==> config.mk <==
export PLATFORM = sky130hd
export DESIGN_NAME = start_seq
export DESIGN_NICKNAME = d
export VERILOG_FILES = /design/src/rtl/start_seq.sv
export SDC_FILE = /design/constraint.sdc
export NUM_CORES = 1
export LEC_CHECK = 0
export CAP_MARGIN = 20
export CORE_ASPECT_RATIO = 1.75
export CORE_UTILIZATION = 32
export DETAILED_ROUTE_END_ITERATION = 10
export REMOVE_ABC_BUFFERS = 1
export SLEW_MARGIN = 20
export SYNTH_ARGS = -nofsm -noshare
export SYNTH_HDL_FRONTEND = slang
export SYNTH_SLANG_ARGS = --single-unit
==> constraint.sdc <==
create_clock -name clk -period 1.8 [get_ports clk]
set_clock_uncertainty 0.1 [all_clocks]
set_input_delay 0.54 -clock clk [delete_from_list [all_inputs] [get_ports clk]]
set_output_delay 0.54 -clock clk [all_outputs]
set_load 0.01 [all_outputs]
==> src/rtl/start_seq.sv <==
// ---------------------------------------------------------------------------
// start_seq -- operation sequencer between the operator panel, the processing
// unit (PU) and the start (program address) register.
//
// Walks IDLE -> FETCH -> WAIT_PU -> ADVANCE -> CHECK and loops back to FETCH
// until a step, stop, halt or (optionally) breakpoint ends the run.
//
// Optional feature:
//   START_SEQ_BRK_EN  when defined, CHECK also stops on
//                     brk_en_from_pnl & cmp_match_from_strt and raises
//                     brk_hit_to_pnl. When undefined, both inputs are ignored
//                     and brk_hit_to_pnl stays 0.
//
// Ports:
//   clk                     clock, rising edge
//   reset                   synchronous, active-high
//   btn_run/step/stop_from_pnl  one-cycle panel pulses
//   req_arr_from_pnl        load start register from switches (IDLE only)
//   done_from_pu            PU finished (pulse); jump/halt_from_pu qualify it
//   brk_en_from_pnl         stop-on-address switch
//   cmp_match_from_strt     start register matches the switch address
//   do_arr/do_inc/do_sel_to_strt_to_strt  one-cycle start-register commands
//   start_op_to_pu          one-cycle launch of the next operation
//   running_to_pnl          high whenever the sequencer is not idle
//   brk_hit_to_pnl          run ended on an address match
//   op_cnt_to_pnl           completed-operation count, wraps silently
// ---------------------------------------------------------------------------
module start_seq (
    input  logic        clk,
    input  logic        reset,
    input  logic        btn_run_from_pnl,
    input  logic        btn_step_from_pnl,
    input  logic        btn_stop_from_pnl,
    input  logic        req_arr_from_pnl,
    input  logic        done_from_pu,
    input  logic        jump_from_pu,
    input  logic        halt_from_pu,
    input  logic        brk_en_from_pnl,
    input  logic        cmp_match_from_strt,
    output logic        do_arr_strt_to_strt,
    output logic        do_inc_strt_to_strt,
    output logic        do_sel_to_strt_to_strt,
    output logic        start_op_to_pu,
    output logic        running_to_pnl,
    output logic        brk_hit_to_pnl,
    output logic [15:0] op_cnt_to_pnl
);

    localparam logic [2:0] S_IDLE    = 3'd0;
    localparam logic [2:0] S_FETCH   = 3'd1;
    localparam logic [2:0] S_WAIT_PU = 3'd2;
    localparam logic [2:0] S_ADVANCE = 3'd3;
    localparam logic [2:0] S_CHECK   = 3'd4;

    logic [2:0]  state;
    logic        step_q;      // current run is a single step
    logic        stop_pend;   // stop pressed; finish current op then idle
    logic        halt_pend;   // PU reported halt with its done
    logic        jump_q;      // PU reported a jump with its done
    logic        arr_q;       // registered load-from-switches command
    logic        start_q;     // registered launch pulse
    logic        brk_hit_q;
    logic [15:0] op_cnt_q;

    logic        brk_stop;
    logic        end_run;

`ifdef START_SEQ_BRK_EN
    assign brk_stop = brk_en_from_pnl && cmp_match_from_strt;
`else
    logic unused_brk;
    assign unused_brk = brk_en_from_pnl ^ cmp_match_from_strt;
    assign brk_stop   = 1'b0;
`endif

    // A stop arriving in the CHECK cycle itself still ends the run here
    // rather than after one more operation.
    assign end_run = halt_pend || stop_pend || btn_stop_from_pnl || step_q;

    always_ff @(posedge clk) begin
        if (reset) begin
            state     <= S_IDLE;
            step_q    <= 1'b0;
            stop_pend <= 1'b0;
            halt_pend <= 1'b0;
            jump_q    <= 1'b0;
            arr_q     <= 1'b0;
            start_q   <= 1'b0;
            brk_hit_q <= 1'b0;
            op_cnt_q  <= 16'h0000;
        end else begin
            arr_q   <= 1'b0;
            start_q <= 1'b0;

            if (btn_stop_from_pnl && (state != S_IDLE))
                stop_pend <= 1'b1;

            case (state)
                S_IDLE: begin
                    // A load request takes the cycle; a coincident run/step
                    // is dropped, not deferred.
                    if (req_arr_from_pnl) begin
                        arr_q <= 1'b1;
                    end else if (btn_run_from_pnl || btn_step_from_pnl) begin
                        state     <= S_FETCH;
                        step_q    <= btn_step_from_pnl;
                        stop_pend <= 1'b0;
                        halt_pend <= 1'b0;
                        brk_hit_q <= 1'b0;
                    end
                end
                S_FETCH: begin
                    start_q <= 1'b1;
                    state   <= S_WAIT_PU;
                end
                S_WAIT_PU: begin
                    if (done_from_pu) begin
                        jump_q    <= jump_from_pu;
                        halt_pend <= halt_from_pu;
                        state     <= S_ADVANCE;
                    end
                end
                S_ADVANCE: begin
                    op_cnt_q <= op_cnt_q + 16'd1;
                    state    <= S_CHECK;
                end
                S_CHECK: begin
                    if (end_run) begin
                        state <= S_IDLE;
                    end else if (brk_stop) begin
                        state     <= S_IDLE;
                        brk_hit_q <= 1'b1;
                    end else begin
                        state <= S_FETCH;
                    end
                end
                default: state <= S_IDLE;
            endcase
        end
    end

    // All outputs come straight from registers or registered state, so the
    // four start-register/PU commands are mutually exclusive by construction.
    assign do_arr_strt_to_strt    = arr_q;
    assign start_op_to_pu         = start_q;
    assign do_inc_strt_to_strt    = (state == S_ADVANCE) && !jump_q;
    assign do_sel_to_strt_to_strt = (state == S_ADVANCE) && jump_q;
    assign running_to_pnl         = (state != S_IDLE);
    assign brk_hit_to_pnl         = brk_hit_q;
    assign op_cnt_to_pnl          = op_cnt_q;

endmodule

# Yosys cells after proc, flatten, opt, wreduce, memory -nomap -nowiden
# Cells that the tools add are included.
word_totals:
  memories: 0
  mem_bits_ro: 0
  out_inout_bits: 22
  latch_bits: 0
  ff_bits: 25
  ramBits: 0
  wordCells: 49
classes:
  n_eq_ne: 7
  n_lt_le_gt_ge: 0
  n_reduce_logical: 16
  n_addsub: 1
  n_div: 0
  bitwise: 2
  n_mul: 0
  n_mux: 15
  n_shift: 0
op_table:
  columns: ["op", "count"]
  rows:
  - ["adder 16 x 1 -> 16 bit, second input constant", 1]
  - ["one-hot mux 3 bit (5 select lines)", 1]
  - ["two-way mux 1 bit", 10]
  - ["two-way mux 3 bit", 3]
  - ["== test 3 x 2 -> 1 bit, second input constant", 2]
  - ["inequality test 2 bit, second input constant", 3]
  - ["AND reduction 3 bit", 2]
  - ["logical OR 1 bit", 4]
  - ["AND reduction 4 bit", 1]
  - ["== test 3 x 1 -> 1 bit, second input constant", 1]
  - ["== test 3 bit, second input constant", 1]
  - ["logical AND 1 bit", 3]
  - ["zero test 3 bit", 1]
  - ["nonzero test 3 bit", 1]
  - ["NOT 1 bit", 2]
  - ["one-hot mux 1 bit (2 select lines)", 1]
  - ["AND reduction 2 bit", 1]
  - ["nonzero test 2 bit", 1]
  - ["OR reduction 2 bit", 1]
  - ["zero test 1 bit", 1]

# Depth between registers and ports, before layout
# Gate-level depths: netlist of the first run.
logic_depth:
  depth_word: 6
  ltp_mapped: 6

# Worst setup path before layout of the first run
# Ideal clock, no wire load.
synth_path:
  path_type: "register to register"
  start: "register op_cnt_q[4], in the netlist op_cnt_to_pnl[4]"
  end: "register op_cnt_q[15], in the netlist op_cnt_to_pnl[15]"
  required_ns: 1.630
  setup_time_ns: 0.070
  arrival_time_ns: 1.643
  path_buffers: 0
  period_less_slack_ns: 1.814
  slack_ns: -0.014
  stages_incl_launch_ff: 5
  cell_sequence: "dfxtp_1 > nand4_1 > or4_4 > or3_1 > a21oi_1"
synth_via:
  elab_chain_cells: 1
synth_lines:
  columns: ["element", "line_no", "text"]
  rows:
  - ["start: declaration", "63", "logic [15:0] op_cnt_q;"]
  - ["start signal: assignment", "124", "op_cnt_q <= op_cnt_q + 16'd1;"]
  - ["adder 16 x 1 -> 16 bit", "124", null]
# Every way passes these cells.
# A chain may end at the register's enable or synchronous reset.

# Worst setup path in the final report of the first run
layout_path:
  start: "register state[0]"
  end: "output port running_to_pnl"
layout_via:
  elab_chain_cells: 1
layout_lines:
  columns: ["element", "line_no", "text"]
  rows:
  - ["start: declaration", "55", "logic [2:0] state;"]
  - ["start signal: assignment", "82", "state <= S_IDLE;"]
  - ["start signal: assignment", "105", "state <= S_FETCH;"]
  - ["start signal: assignment", "114", "state <= S_WAIT_PU;"]
  - ["nonzero test 3 bit", "148", "assign running_to_pnl = (state != S_IDLE);"]
  - ["end: declaration", "44", "output logic running_to_pnl,"]
# Every way passes these cells.

==> results.sh, run 1 <==
export IMPL_post_route_drc_count=0
export IMPL_cap_violations=0
export IMPL_seqPwrFrac_pct=54.4
export IMPL_cpPeakStageDelay_ns=0.40
export IMPL_final_period_utilization_pct=99.87
export IMPL_power_density_nw_per_um2=620.4
export IMPL_io_pins=33
export IMPL_seq_area_frac_synth_pct=44.35
export IMPL_total_power_mw=1.060
export IMPL_path_clk_slew_ns=0.09
export IMPL_gr_total_overflow=0
export IMPL_hold_path_class="flip-flop to flip-flop"
export IMPL_reg2regPathDepth=5
export IMPL_stdcell_area_um2=1709
export IMPL_p_leak_nw=0.7572
export IMPL_min_period_ns=1.798
export IMPL_rr_endpoint="op_cnt_to_pnl[15]"
export IMPL_syn2layout_area_growth_pct=51.44
export IMPL_die_height_um=80.56
export IMPL_cts_sinks=25
export IMPL_status="finished, final reports clean"
export IMPL_fin_hold_ws_ns=0.3713
export IMPL_drt_total_wl_um=2613
export IMPL_cts_made_buffers=3
export IMPL_avgSynthCellArea_um2=8.550
export IMPL_placed_area_um2=1619
export IMPL_diodes=0
export IMPL_finalSetupViolations=0
export IMPL_arrival_ns=1.16
export IMPL_r2r_start="state[0]"
export IMPL_grt_antenna_before_repair=0
export IMPL_final_net_count=196
export IMPL_ys_seq_elements=25
export IMPL_syn_area_um2=1129
export IMPL_synth_top_area_share_pct=44.35
export IMPL_cp_required_ns=1.16
export IMPL_r2r_setup_slack_ns=0.05
export IMPL_synth_cells=132
export IMPL_report_final_slew_viol_count=0
export IMPL_dieWidth_um=46.89
export IMPL_p_int_mw=0.8142
export IMPL_rows=28
export IMPL_hold_violations=0
export IMPL_synth_edf_count=0
export IMPL_cts_hold_buf=0
export IMPL_worstHoldStart="stop_pend"
export IMPL_final_cell_mix="25 x buf_4, 17 x dfxtp_1, 14 x nor2_1, 14 x nand2_1, 14 x dlygate4sd2_1"
export IMPL_gp_congestion=0.7220
export IMPL_pwr_share_comb_pct=14.7
export IMPL_cp_startpoint="state[0]"
export IMPL_synth_ff_type="dfxtp_1"
export IMPL_clock_path_buffers=2
export IMPL_hold_path_end="stop_pend"
export IMPL_crit_path_end_kind="primary output"
export IMPL_fill_cells=356
export IMPL_cts_root_buf="clkbuf_8"
export IMPL_fin_setup_tns_ns=0
export IMPL_dieArea_um2=3777
export IMPL_dp_hpwl_um=2116
export IMPL_numPortBuffers=29
export IMPL_worstSetupPathType="flip-flop to primary output"
export IMPL_layout_setup_ws_ns=0.002295
export IMPL_max_freq_mhz=556.3
export IMPL_min_path_cells=2
export IMPL_path_max_fanout=5
export IMPL_drt_iter0_markers=6
export IMPL_synth_area_leaders="dfxtp_1 44%, xnor2_1 5.4%, nand2_1 4.7%"
export IMPL_coreArea_um2=3363
export IMPL_cts_tree="yes"
export IMPL_antenna_left=0
export IMPL_rsz0062_at_grt="yes"
export IMPL_drive_above_1_share_pct=26.78
export IMPL_grt_pass1_vias=1031
export IMPL_wl_per_cell_um=11.46
export IMPL_fin_util_pct=50.82
export IMPL_async_reset_ff_share_pct=0
export IMPL_synth_cell_types=34
export IMPL_cpMaxStageDelayCell="or3_4"
export IMPL_power_frac_clock_pct=30.9
export IMPL_clock_latency_ns=0.26
export IMPL_num_vias=1091
export IMPL_switchingPower_mw=0.2462
export IMPL_initial_core_util_pct=33.56
export IMPL_path_cells="or3_4 > buf_6"
export IMPL_yosysWarnings=0
export IMPL_yosys_area_top_type="dfxtp_1"
export IMPL_pre_cts_ws_ns=-0.1088
export IMPL_ir_drop_mv=0.4858
export IMPL_grt_pass1_wl_um=4312
export IMPL_grt_usage_pct=15.33
export IMPL_h_tree_depth=1
export IMPL_firstDrtPassIters=3
export IMPL_layout_cells_non_filler=228
export IMPL_layout_commonest_cell="buf_4"
export IMPL_swShare_pct=23.22
export IMPL_start_kind="flip-flop"
export IMPL_via_per_inst=4.785
export IMPL_grt_max_degree=14
export IMPL_placedCellCount=223
worst max-delay path by stage:
stage / to / slack (ns)
after floorplan: op_cnt_to_pnl[15] / -0.06
after global placement: do_sel_to_strt_to_strt / -0.09
after detailed placement: state[0] / -0.11
after CTS: op_cnt_to_pnl[15] / 0.004
after global routing: running_to_pnl / -0.03
final: running_to_pnl / 0.002
sequential cells by signal, summed over array words and instances (netlist names):
| signal | count |
|---|---|
| op_cnt_to_pnl | 16 |
| step_q | 1 |
| stop_pend | 1 |
| state | 3 |
| do_arr_strt_to_strt | 1 |
| halt_pend | 1 |
| start_op_to_pu | 1 |
| jump_q | 1 |
cell type report:
cell class / instances / area [µm²] / area share, %
Inverter: 3 / 11.26 / 0.6589
Sequential cell: 25 / 523.0 / 30.60
Clock buffer: 4 / 45.04 / 2.635
Timing Repair Buffer: 56 / 479.2 / 28.04
Tap cell: 45 / 56.30 / 3.294
Multi-Input combinational cell: 95 / 594.3 / 34.77
power groups by stage:
| stage | combinational [mW] | clock (mW) | sequential (mW) |
|---|---|---|---|
| floorplan | 0.0466 | 0 | 0.601 |
| global placement | 0.147 | 0 | 0.591 |
| detailed placement | 0.150 | 0 | 0.591 |
| CTS | 0.155 | 0.340 | 0.578 |
| global route | 0.169 | 0.363 | 0.579 |
| finish | 0.156 | 0.328 | 0.577 |
per-layer routing:
| layer | share of wire, % | GRT usage (%) | vias up |
|---|---|---|---|
| met2 | 56 | 27.78 | 21 |
| met4 | 0.38 | 4.286 | 0 |
| met3 | 3.2 | 2.022 | 2 |
| met5 | 0 | 0 | - |
| li1 | - | - | 559 |
| met1 | 40 | 17.63 | 509 |
critical path: cells and delay by family (launching register included):
family        cells  cell delay, ns
flops             1            0.37
buf+inv           1            0.13
simple gates      1            0.40
what timing repair did:
action,in CTS,in global routing
endpoints found under the setup margin,21,9
gates resized for setup,38,14
pin swaps,2,5
setup buffers,0,1
synthesized netlist by cell type (2+ instances only):
| master | n |
|---|---|
| dfxtp_1 | 25 |
| or3_1 | 5 |
| inv_1 | 3 |
| a21oi_1 | 8 |
| nor3_1 | 6 |
| nor4_1 | 3 |
| nand3_1 | 3 |
| clkbuf_1 | 4 |
| xnor2_1 | 7 |
| o21ai_0 | 9 |
| nand2_1 | 14 |
| xor2_1 | 4 |
| nand4_1 | 3 |
| buf_2 | 2 |
| nand4b_1 | 2 |
| or4_1 | 2 |
| nor2_1 | 14 |
| buf_4 | 2 |
cells by family after synthesis:
logic type | count (synthesis) | share of synthesized area (%)
compound gates | 21 | 10.31
xor+xnor | 11 | 8.536
fa+ha+maj | 1 | 1.108
buf+inv | 12 | 5.542
flops | 25 | 44.35
mux | 1 | 0.8870
other cells | 1 | 0.3323
simple gates | 60 | 28.94
Note: power is estimated with default switching activity, not from simulation.
==> run 2, diff against run 1 <==
SLEW_MARGIN = 30   (was 20)
==> results of run 2 <==
Final layout, timing and power as in run 1 (identical DEF).
